===== config.mk =====
export PLATFORM = sky130hd
export DESIGN_NAME = regfile_mp
export DESIGN_NICKNAME = d
export VERILOG_FILES = /design/src/rtl/regfile_pkg.sv /design/src/rtl/rf_read_port.sv /design/src/rtl/regfile_mp.sv
export SDC_FILE = /design/constraint.sdc
export NUM_CORES = 1
export LEC_CHECK = 0
export BUFFER_PORTS_ARGS = -buffer_cell sky130_fd_sc_hd__buf_2
export CORE_MARGIN = 3
export CORE_UTILIZATION = 43
export CTS_CLUSTER_DIAMETER = 120
export DETAILED_ROUTE_END_ITERATION = 12
export MAX_ROUTING_LAYER = met4
export PLACE_DENSITY = 0.6
export SYNTH_ARGS = -nofsm -noshare
export SYNTH_HDL_FRONTEND = slang
export SYNTH_SLANG_ARGS = --single-unit

===== constraint.sdc =====
create_clock -name clock -period 2 [get_ports clock]
set_input_delay 0.6 -clock clock [delete_from_list [all_inputs] [get_ports clock]]
set_output_delay 0.6 -clock clock [all_outputs]
set_load 0.05 [all_outputs]

===== src/rtl/regfile_pkg.sv =====
// Shared types and sizing helpers for the multi-port register file.
package regfile_pkg;

  typedef enum logic {
    ST_IDLE  = 1'b0,
    ST_CLEAR = 1'b1
  } state_t;

  localparam int DATA_W_DEF = 8;
  localparam int ADDR_W_DEF = 3;

  function automatic int depth_of(input int addr_w);
    return 1 << addr_w;
  endfunction

  localparam int DEPTH_DEF = depth_of(ADDR_W_DEF);

endpackage


===== src/rtl/rf_read_port.sv =====
// One registered read port with write-first bypass of the write and clear paths.
module rf_read_port #(
  parameter int DATA_W  = 8,
  parameter int ADDR_W  = 3,
  parameter bit ZERO_R0 = 1'b0
) (
  input  logic              clock,
  input  logic              reset,
  input  logic [ADDR_W-1:0] addr,
  input  logic [DATA_W-1:0] entry_data,
  input  logic              wr_take,
  input  logic [ADDR_W-1:0] wr_addr,
  input  logic [DATA_W-1:0] wr_data,
  input  logic              clr_take,
  input  logic [ADDR_W-1:0] clr_addr,
  output logic [DATA_W-1:0] read_data
);

  logic [DATA_W-1:0] data_p0;
  logic [DATA_W-1:0] data_p1;

  // Write and clear never coincide, so their relative order is irrelevant.
  always_comb begin
    data_p0 = entry_data;
    if (ZERO_R0 && (addr == '0)) begin
      data_p0 = '0;
    end else if (clr_take && (addr == clr_addr)) begin
      data_p0 = '0;
    end else if (wr_take && (addr == wr_addr)) begin
      data_p0 = wr_data;
    end
  end

  // ---- stage p1: registered read data
  always_ff @(posedge clock) begin
    if (reset) begin
      data_p1 <= '0;
    end else begin
      data_p1 <= data_p0;
    end
  end

  assign read_data = data_p1;

endmodule


===== src/rtl/regfile_mp.sv =====
// Parametrised register file: two registered write-first read ports and a sequential clear engine.
module regfile_mp
  import regfile_pkg::*;
#(
  parameter int DATA_W  = DATA_W_DEF,
  parameter int ADDR_W  = ADDR_W_DEF,
  parameter bit ZERO_R0 = 1'b0
) (
  input  logic              clock,
  input  logic              reset,
  input  logic              write_enable,
  input  logic [ADDR_W-1:0] write_addr,
  input  logic [DATA_W-1:0] write_data,
  input  logic [ADDR_W-1:0] read_addr1,
  input  logic [ADDR_W-1:0] read_addr2,
  output logic [DATA_W-1:0] read_data1,
  output logic [DATA_W-1:0] read_data2,
  input  logic              clear_req,
  output logic              busy
);

  localparam int                DEPTH    = depth_of(ADDR_W);
  localparam logic [ADDR_W-1:0] CNT_LAST = ADDR_W'(DEPTH - 1);

  logic [DATA_W-1:0] mem [DEPTH];
  state_t            state;
  logic [ADDR_W-1:0] cnt;
  logic              wr_take;
  logic              clr_take;

  // Writes are only honoured while idle; entry 0 is read-only when hardwired.
  assign wr_take  = (state == ST_IDLE) && write_enable && !(ZERO_R0 && (write_addr == '0));
  assign clr_take = (state == ST_CLEAR);
  assign busy     = (state == ST_CLEAR);

  always_ff @(posedge clock) begin
    if (reset) begin
      state <= ST_IDLE;
      cnt   <= '0;
      for (int i = 0; i < DEPTH; i++) begin
        mem[i] <= '0;
      end
    end else begin
      if (wr_take) begin
        mem[write_addr] <= write_data;
      end
      if (clr_take) begin
        mem[cnt] <= '0;
      end
      unique case (state)
        ST_IDLE: begin
          if (clear_req) begin
            state <= ST_CLEAR;
            cnt   <= '0;
          end
        end
        ST_CLEAR: begin
          if (cnt == CNT_LAST) begin
            state <= ST_IDLE;
            cnt   <= '0;
          end else begin
            cnt <= cnt + ADDR_W'(1);
          end
        end
        default: state <= ST_IDLE;
      endcase
    end
  end

  rf_read_port #(.DATA_W(DATA_W), .ADDR_W(ADDR_W), .ZERO_R0(ZERO_R0)) u_port1 (
    .clock      (clock),
    .reset      (reset),
    .addr       (read_addr1),
    .entry_data (mem[read_addr1]),
    .wr_take    (wr_take),
    .wr_addr    (write_addr),
    .wr_data    (write_data),
    .clr_take   (clr_take),
    .clr_addr   (cnt),
    .read_data  (read_data1)
  );

  rf_read_port #(.DATA_W(DATA_W), .ADDR_W(ADDR_W), .ZERO_R0(ZERO_R0)) u_port2 (
    .clock      (clock),
    .reset      (reset),
    .addr       (read_addr2),
    .entry_data (mem[read_addr2]),
    .wr_take    (wr_take),
    .wr_addr    (write_addr),
    .wr_data    (write_data),
    .clr_take   (clr_take),
    .clr_addr   (cnt),
    .read_data  (read_data2)
  );

endmodule

==> results of run 1 <==
## metal layers
metal / wire, µm / up-vias / GRT usage (%)
li1: - / 1369 / -
met1: 4570 / 1387 / 28.4
met2: 4680 / 111 / 28.3
met3: 732 / 6 / 2.41
met4: 103 / 0 / 5.39
met5: 0 / - / -
## cell usage in the layout, fill, tap and decap left out, types with 3 or more instances in the layout
| cell type | count |
|---|---|
| a21oi_1 | 4 |
| buf_12 | 10 |
| buf_2 | 37 |
| buf_4 | 27 |
| clkbuf_8 | 9 |
| dfxtp_1 | 19 |
| edfxtp_1 | 64 |
| inv_1 | 6 |
| mux2_2 | 16 |
| mux2i_1 | 19 |
| mux4_2 | 32 |
| nand2_1 | 40 |
| nand2b_1 | 6 |
| nand2b_2 | 4 |
| nor2_1 | 71 |
| nor3b_1 | 3 |
| o21ai_0 | 3 |
| xnor2_1 | 7 |
## through the flow
stage	total power [mW]	utilization (%)	instance area, µm²	worst slack (ps)
after floorplan	2.54	-	4370	-16.8
final	3.96	53.0	5200	55.5
after global routing	4.12	53.0	5200	18.4
after CTS	3.98	53.0	5200	56.3
after detailed placement	2.78	51.0	5010	-126
after global placement	2.77	51.0	5010	-73.2
## worst max-delay path by stage
| stage | endpoint | slack, ps | cells past startpoint | startpoint |
|---|---|---|---|---|
| 4_1_cts | busy | 60 | 2 | busy |
| 2_1_floorplan | mem[6][0] | -20 | 6 | busy |
| 5_1_grt | busy | 20 | 2 | busy |
| 6_report | busy | 60 | 2 | busy |
| 3_3_place_gp | u_port1.read_data[7] | -70 | 7 | read_addr1[0] |
| 3_5_place_dp | u_port1.read_data[5] | -130 | 7 | read_addr1[0] |
## logic make-up (layout without fill, tap and decap cells)
group / count (synthesis) / in the layout
mux: 67 / 67
simple gates: 130 / 130
buf+inv: 26 / 96
flops: 84 / 84
xor+xnor: 9 / 9
fa+ha+maj: 2 / 2
compound gates: 20 / 20
## registers in the layout (all words and copies together), names as in the netlist
name               flops
u_port2.read_data      8
cnt                    3
busy                   1
u_port1.read_data      8
mem                   64
## layout make-up
cell class | instances | area (µm²)
Clock buffer | 9 | 124
Clock inverter | 7 | 72.6
Fill cell | 868 | 4620
Inverter | 6 | 22.5
Multi-Input combinational cell | 228 | 1910
Sequential cell | 84 | 2320
Tap cell | 133 | 166
Timing Repair Buffer | 74 | 588
## worst min-delay path, cell delays in order
cell and delay (ps):
buf_2 110, nand3_1 60, mux2i_1 60
## report_power, final
part | leakage (nW) | switching [mW] | internal, mW
registers | 0.830 | 0.0648 | 1.98
logic | 1.10 | 0.395 | 0.309
clock network | 0.0976 | 0.631 | 0.582
total | 2.03 | 1.09 | 2.87
==> summary.md, run 1 <==
| Metric | Value |
|---|---|
| Gpl congestion | between 0.8 and 0.9 |
| # diodes | 0 |
| Clock Latency Late Sink | about 350 ps |
| Hold Violations, Final | 0 |
| Die Ht | between 100 and 150 µm |
| Critical-path cell list | buf_4 -> buf_2 |
| Share of cells above drive strength 1 | 35.5% |
| Syn Std Cell Area | 0.00435 mm² |
| CTS buffer count | 9 |
| Cts-stage hold buffer count | 0 |
| Synth Register Bits | between 80 and 90 |
| Slowest cell on crit path | dfxtp_2 |
| Synth Warn # | 0 |
| Top-level I/O count | 38 |
| Number of global-route vias before repair | ~2,900 |
| Synth Instances | ~340 |
| CTS clk-pin slew, worst paths | ~90 ps |
| Synth Area in Compound Gates | 3.25% |
| Delay-heaviest family, CP | flip-flops |
| Initial Utilization | between 40 and 50% |
| # port buffers | 37 |
| Ranking of synthesized cells by area | edfxtp_1 (44%), mux4_2 (17%), dfxtp_1 (9.2%) |
| Antenna violations before repair | 0 |
| R2R Path Start | busy |
| Die ar. | about 0.011 mm² |
| Via-per-instance ratio | ~5.3 |
| Detailed Routing Iterations Pass 1 | 5 |
| Top-count cell post-synth | nor2_1 |
| Yosys cell types | 36 |
| DRT Wirelength | 10.1 mm |
| Adder-Cell Fraction of Synth Area | 0.575% |
| Reg-to-reg setup timing slack | 80 ps |
| Seq/Total Area, Yosys | between 50% and 60% |
| Die Span X | ~110 µm |
| Synth Net Count | between 300 and 400 |
| Final Max Slew Viols | 0 |
| Largest net degree at the start of global routing | 19 |
| # setup viols final | 0 |
| # rows | 36 |
| Endpoint type of the worst setup path | output port |
| Fmax | ~500 MHz |
| Largest family of logic cells by synthesized area | multiplexers |
| Setup TNS | 0 ps |
| Share of synthesized registers carrying an async set or reset | 0% |
| Post-cts sizing count | 0 |
| Leak | 2.03 nW |
| Reg2reg path depth | 6 |
| Post-DP HPWL | slightly below 8 mm |
| Crit start category | flop |
| Area share of and/or/nand/nor cells after synthesis | between 10% and 20% |
| Prevailing post-synth register cell | edfxtp_1 |
| DRC | 0 |
| Grt ovf | 0 |
| Vias | about 2,900 |
| Area delta synth->final | 19.5% |
| Slowest stage delay, CP | slightly above 500 ps |
| Wire per inst | ~19 µm |
| Global-route wire length before repair | ~16 mm |
| Max-Cap Viols | 0 |
| R2R Path End | u_port1.read_data[5] |
| Tcrit/Tclk final | 97.2% |
| Final clock skew | about 10 ps |
| Worst path arrival time | between 1000 and 1500 ps |
| Nets | roughly 430 |
| Worst IR drop on VDD | about 420 µV |
| CTS root buf | clkbuf_8 |
| Syn Area/Cell | ~13 µm² |
| Post-CTS Repair Setup Buffers | 0 |
| Leading area contributor after synthesis | edfxtp_1 |
| Final Non-Filler Cells | 541 |
| Critical path class | flop to output port |
| Kind of path behind the tightest hold check | primary input to flop |
| XOR/XNOR share of the synthesized area | approximately 1.8% |
| Post-synthesis mux area share | 25.1% |
| GRT Total Usage | roughly a fifth |
| CTS tree | yes |
| RSZ-0062 raised after global routing | no |
| CTS Sinks | 84 |
| Slew margin rel. | 68.7% |
| Worst Path Required | between 1000 and 1500 ps |
| Fin crit period | ~1900 ps |
| Worst hold endpoint | u_port1.read_data[4] |
| Worst Max-Slew Pin Slew | about 460 ps |
| Critical path fanouts, max | 12 |
| Worst hold path depth | 3 |
| Area of the core | ~0.0098 mm² |
| Status | completed |
| Inst Count DP | ~530 |
| Number of synthesized flops with an enable pin | 64 |
| CTS H-tree depth | 3 |
| DRT iter0 DRCs | 206 |
| Clk buf depth | 2 |
| Cell area power density | 761 mW/mm² |
| Antenna-violating nets left | 0 |
| Hold WS | 525 ps |
| Post-synth top cells | nor2_1 (71), edfxtp_1 (64), nand2_1 (40) |
| Worst hold start | write_data[4] |
| Bufs and invs on worst path | 2 |
| Post-synth top area share | roughly 44% |
Power figures use the tool's default switching activity.
==> inputs of run 2 (changes only) <==
- ABC_AREA: default -> 1
==> summary.md, run 2 <==
| Metric | Value |
|---|---|
| Initial Utilization | 44.4% (+0.075 points) |
| Yosys cell types | 33 (-8.3%) |
| Wire per inst | 18.2 µm (-2.5%) |
| DRT Wirelength | 15.3 mm (+52%) |
| Leading area contributor after synthesis | edfxtp_1 |
| Worst hold path depth | 2 (-1) |
| Worst hold endpoint | cnt[1] |
| CTS Sinks | 84 (unchanged) |
| CTS buffer count | 9 (unchanged) |
| Synth Register Bits | 84 (unchanged) |
| Status | completed |
| Area delta synth->final | 21.5% |
| # diodes | 0 (unchanged) |
| Synth Instances | 626 (+85%) |
| GRT Total Usage | 25.6% (+6.4 points) |
| Largest net degree at the start of global routing | 43 (+24) |
| CTS tree | yes |
| Antenna violations before repair | 0 (unchanged) |
| CTS clk-pin slew, worst paths | 60 ps (-30 ps) |
| Nets | 720 (+69%) |
| Kind of path behind the tightest hold check | flop to flop |
| Endpoint type of the worst setup path | output port |
| Critical path class | flop to output port |
| DRC | 0 (unchanged) |
| Most frequent cells in the layout | nand2_1 (186), nor2_1 (115), nand3_1 (70) |
| Max-Cap Viols | 0 (unchanged) |
| # port buffers | 37 (unchanged) |
| Final Util | 53.9% (+0.95 points) |
| Number of global-route vias before repair | 4,055 (+41%) |
| Syn Area/Cell | 7.76 µm² (-40%) |
| Post-DP HPWL | 10.9 mm (+37%) |
| Tcrit/Tclk final | 92.6% (-4.6 points) |
| Number of synthesized flops with an enable pin | 64 (unchanged) |
| Post-CTS Repair Setup Buffers | 0 (unchanged) |
| Area of the core | 0.0109 mm² (+11%) |
| Post-synth top area share | 39.6% (-4.6 points) |
| Syn Std Cell Area | 0.00486 mm² (+12%) |
| Antenna-violating nets left | 0 (unchanged) |
| Number of flip-flops in the largest register | 64 (unchanged) |
| Synth Net Count | 649 (+80%) |
| # setup viols final | 0 (unchanged) |
| Clk buf depth | 2 (unchanged) |
| CTS root buf | clkbuf_16 |
| # rows | 38 (+5.6%) |
| Final clock skew | 5.88 ps (-4.62 ps) |
| Share of cells above drive strength 1 | 21.3% (-14 points) |
| Ranking of synthesized cells by area | edfxtp_1 (40%), nand2_1 (14%), nor2_1 (8.9%) |
| Final WS setup | 147 ps (+92.0 ps) |
| Post-synth top cells | nand2_1 (186), nor2_1 (115), nand3_1 (70) |
| Cts-stage hold buffer count | 0 (unchanged) |
| Fmax | 540 MHz (+5.0%) |
| Final Max Slew Viols | 0 (unchanged) |
| Top-level I/O count | 38 (unchanged) |
| Worst path arrival time | 1250 ps (-90 ps) |
| RSZ-0062 raised after global routing | no |
| Detailed Routing Iterations Pass 1 | 5 (unchanged) |
| Register bank with the most flops | mem |
| Gpl congestion | 1.01 (+22%) |
| Vias | 4,436 (+54%) |
| R2R Path Start | cnt[2] |
| Crit start category | flop |
| Die Span X | 112 µm (+5.3%) |
| Grt ovf | 0 (unchanged) |
| Slew margin rel. | 64.0% (-4.7 points) |
| Worst IR drop on VDD | 521 µV (+25%) |
| Reg-to-reg setup timing slack | 270 ps (+190 ps) |
| Most common cell after layout, fill and taps aside | nand2_1 |
| Clock Latency Late Sink | 340 ps (about the same) |
| Top-count cell post-synth | nand2_1 |
| Die Ht | 112 µm (+5.3%) |
| Share of synthesized registers carrying an async set or reset | 0% (unchanged) |
| Synth Warn # | 0 (unchanged) |
| Critical path fanouts, max | 10 (-2) |
| Fin crit period | 1850 ps (-92.0 ps) |
| Worst hold start | cnt[1] |
| Worst Path Required | 1400 ps (about the same) |
| Cell area power density | 784 mW/mm² (+3.1%) |
| Reg2reg path depth | 7 (+1) |
| Post-cts sizing count | 0 (unchanged) |
| Seq/Total Area, Yosys | 47.8% (-5.5 points) |
| Hold Violations, Final | 0 (unchanged) |
| Global-route wire length before repair | 23.5 mm (+46%) |
| Leak | 2.65 nW (+30%) |
| CTS H-tree depth | 3 (unchanged) |
| Via-per-instance ratio | 5.27 (-0.68%) |
| R2R Path End | mem[2][1] |
| Prevailing post-synth register cell | edfxtp_1 |
| Worst Max-Slew Pin Slew | 538 ps (+79.9 ps) |
| DRT iter0 DRCs | 538 (+160%) |
| Dpl ws | -135 ps (-8.94 ps) |
| Die ar. | 0.0126 mm² (+11%) |
[run 2: cell types whose count changed after synthesis, moves of 16 or more]
cell     delta
a21oi_2    +16
inv_1      +28
mux2_2     -16
mux2i_1    -19
mux4_2     -32
nand2_1   +146
nand3_1    +68
nor2_1     +44
o21ai_0    +35
[run 2: logic make-up after synthesis]
| group | share of synthesized area (%) |
|---|---|
| compound gates | 9.10 |
| xor+xnor | 0.180 |
| flops | 47.8 |
| fa+ha+maj | 0.515 |
| buf+inv | 6.47 |
| simple gates | 35.9 |
[run 2: stage by stage]
stage	cell area (µm²)	power (mW)	std cells	TNS (ps)	hold WS, ps
6_report	5900	4.63	841	0	538
5_1_grt	5900	4.80	841	0	558
2_1_floorplan	4860	2.66	626	0	484
3_3_place_gp	5620	3.03	826	-2320	517
3_5_place_dp	5620	3.04	826	-4050	527
4_1_cts	5900	4.65	841	0	536
[run 2: metal layers]
layer	global-route usage (%)	part of all wire [%]	vias to the layer above	wire, µm
met5	-	0	-	0
met3	4.47	7.6	26	1160
met1	36.8	46	2029	7100
met2	36.9	44	197	6670
met4	8.25	2.3	0	348
li1	-	-	2184	-
[run 2: where the power goes]
part | switching [mW] | leakage, nW | internal, mW
registers | 0.0583 | 0.834 | 1.98
clock network | 0.656 | 0.136 | 0.960
logic | 0.647 | 1.68 | 0.319
[run 2: critical path, stage by stage, from the launching register on]
cell and delay, ps:
dfxtp_2 440, buf_4 200, buf_2 270
[run 2: area by class of cell]
type                       instances  area, µm²
clock buffer                      11        233
timing repair buffer              89        751
clock inverter                     4       51.3
fill                            1062       5040
multi-input combinational        474       2220
sequential                        84       2320
inverter                          39        146
tap                              140        175
[run 2: worst max path at each step]
stage	from	to	cells past startpoint
after CTS	busy	busy	2
after global routing	reset	mem[2][0]	8
after global placement	reset	mem[0][5]	8
final	busy	busy	2
after detailed placement	reset	mem[0][1]	8
after floorplan	reset	mem[0][0]	8
==> inputs of run 3 (changes only) <==
- CTS_CLUSTER_DIAMETER: 120 -> 150
- clock period: 2 -> 1.6 ns (I/O delays scaled with it)
==> summary.md, run 3 (synthesis results as in run 2) <==
| Metric | Value |
|---|---|
| Status | completed |
| Worst hold endpoint | cnt[1] |
| CTS clk-pin slew, worst paths | 60 ps (about the same) |
| Die ar. | 0.0126 mm² (unchanged) |
| Share of cells above drive strength 1 | 24.6% (+3.4 points) |
| Antenna-violating nets left | 0 (unchanged) |
| Final WS setup | 33.6 ps (-114 ps) |
| Hold Violations, Final | 0 (unchanged) |
| Critical path fanouts, max | 11 (+1) |
| Total power | 5.93 mW (+28%) |
| # diodes | 0 (unchanged) |
| Global-route wire length before repair | 24.1 mm (+2.8%) |
| DRT Wirelength | 15.5 mm (+1.6%) |
| CTS root buf | clkbuf_16 |
| Worst Path Required | 1120 ps (-280 ps) |
| Fillers | 1,038 (-2.3%) |
| Gpl congestion | 0.938 (-7.0%) |
| Number of global-route vias before repair | 4,266 (+5.2%) |
| Final clock skew | 9.13 ps (+3.25 ps) |
| Inst Count DP | 833 (+0.85%) |
| DRC | 0 (unchanged) |
| Fmax | ~640 MHz |
| Reg-to-reg setup timing slack | 60 ps (-210 ps) |
| Final Non-Filler Cells | 851 (+1.2%) |
| Kind of path behind the tightest hold check | primary input to flop |
| Reg2reg path depth | 7 (unchanged) |
| Nets | 729 (+1.3%) |
| Detailed Routing Iterations Pass 1 | 6 (+1) |
| Vias | 4,532 (+2.2%) |
| Post-DP HPWL | 11.1 mm (+1.8%) |
| Placed cell areas | 0.00584 mm² (+4.0%) |
| CTS H-tree depth | 3 (unchanged) |
| Register bank with the most flops | mem |
| Most common cell after layout, fill and taps aside | nand2_1 |
| Setup TNS | 0 ps (unchanged) |
| Number of flip-flops in the largest register | 64 (unchanged) |
| Clock Latency Late Sink | 350 ps (about the same) |
| Top-level I/O count | 38 (unchanged) |
| CTS Sinks | 84 (unchanged) |
| Worst hold path depth | 4 (+2) |
| Worst path arrival time | 1090 ps (-160 ps) |
| R2R Path End | mem[3][2] |
| Cts-stage hold buffer count | 0 (unchanged) |
| Cell area power density | 958 mW/mm² (+22%) |
| Die Ht | 112 µm (unchanged) |
| Final Max Slew Viols | 0 (unchanged) |
| DRT iter0 DRCs | 510 (-5.2%) |
| CTS tree | yes |
| RSZ-0062 raised after global routing | yes |
| Worst Max-Slew Pin Slew | 474 ps (-64.2 ps) |
| CTS buffer count | 9 (unchanged) |
| Largest net degree at the start of global routing | 33 (-23%) |
| Area of the core | 0.0109 mm² (unchanged) |
| Via-per-instance ratio | 5.33 (+0.96%) |
| Worst IR drop on VDD | 742 µV (+42%) |
| Worst hold start | clear_req |
| Wire per inst | 18.2 µm (+0.44%) |
| Slew margin rel. | 68.3% (+4.3 points) |
| Leak | 2.77 nW (+4.7%) |
| Critical path class | flop to output port |
| Clk buf depth | 2 (unchanged) |
| Tcrit/Tclk final | ~100% |
| # setup viols final | 0 (unchanged) |
| Max-Cap Viols | 0 (unchanged) |
| Endpoint type of the worst setup path | output port |
| Area delta synth->final | 27.5% |
| Grt ovf | 0 (unchanged) |
| GRT Total Usage | 26.2% (+0.57 points) |
| Fin crit period | around 1600 ps |
| R2R Path Start | busy |
| Dpl ws | -305 ps (-171 ps) |
| # port buffers | 37 (unchanged) |
| Most frequent cells in the layout | nand2_1 (175), nor2_1 (111), nand3_1 (69) |
| Die Span X | 112 µm (unchanged) |
| Initial Utilization | 44.4% (unchanged) |
| Fin area | 0.00619 mm² (+4.9%) |
| Antenna violations before repair | 0 (unchanged) |
| Crit start category | flop |
| # rows | 38 (unchanged) |
==> run 3: timing repair <==
action,4_1_cts,5_1_grt
gates resized for setup,3,7
pin swaps,0,5
setup buffers,0,0
setup endpoints to repair,1,82
gates cloned,0,2
==> run 3: worst max path at each step <==
stage	from	cells after the start	slack, ps	end
finish	busy	2	30	busy
global route	busy	7	-10	mem[3][4]
CTS	busy	2	10	busy
detailed placement	reset	9	-310	mem[1][0]
global placement	reset	9	-290	mem[1][1]
floorplan	reset	8	-60	mem[0][0]
==> run 3: layout make-up <==
class	instances	area, µm²	share of cell area, %
Clock buffer	12	236	3.82
Clock inverter	4	51.3	0.829
Inverter	39	165	2.67
Multi-Input combinational cell	476	2380	38.4
Sequential cell	84	2330	37.6
Tap cell	140	175	2.83
Timing Repair Buffer	96	858	13.9
==> run 3: layer usage <==
| layer | wire, µm | part of all wire (%) | track usage, % | vias to the layer above |
|---|---|---|---|---|
| li1 | - | - | - | 2204 |
| met1 | 6980 | 45 | 35.7 | 2083 |
| met2 | 7000 | 45 | 38.7 | 217 |
| met3 | 1230 | 7.9 | 6.58 | 28 |
| met4 | 319 | 2.1 | 7.93 | 0 |
| met5 | 0 | 0 | - | - |
==> run 3: power by group <==
group / switching, mW / internal [mW] / total [mW]
clock: 0.856 / 1.21 / 2.07
combinational: 0.870 / 0.445 / 1.31
sequential: 0.0647 / 2.48 / 2.54
total: 1.79 / 4.14 / 5.93
==> run 3: through the flow <==
step,hold WS [ps],util (%)
after global placement,571,53.4
final,421,56.6
after global routing,444,56.6
after detailed placement,572,53.4
after floorplan,484,-
after CTS,409,56.1
==> run 3: worst max-delay path: stages, from the launching register on <==
cell	delay, ps
dfxtp_4	420
buf_8	160
buf_6	160
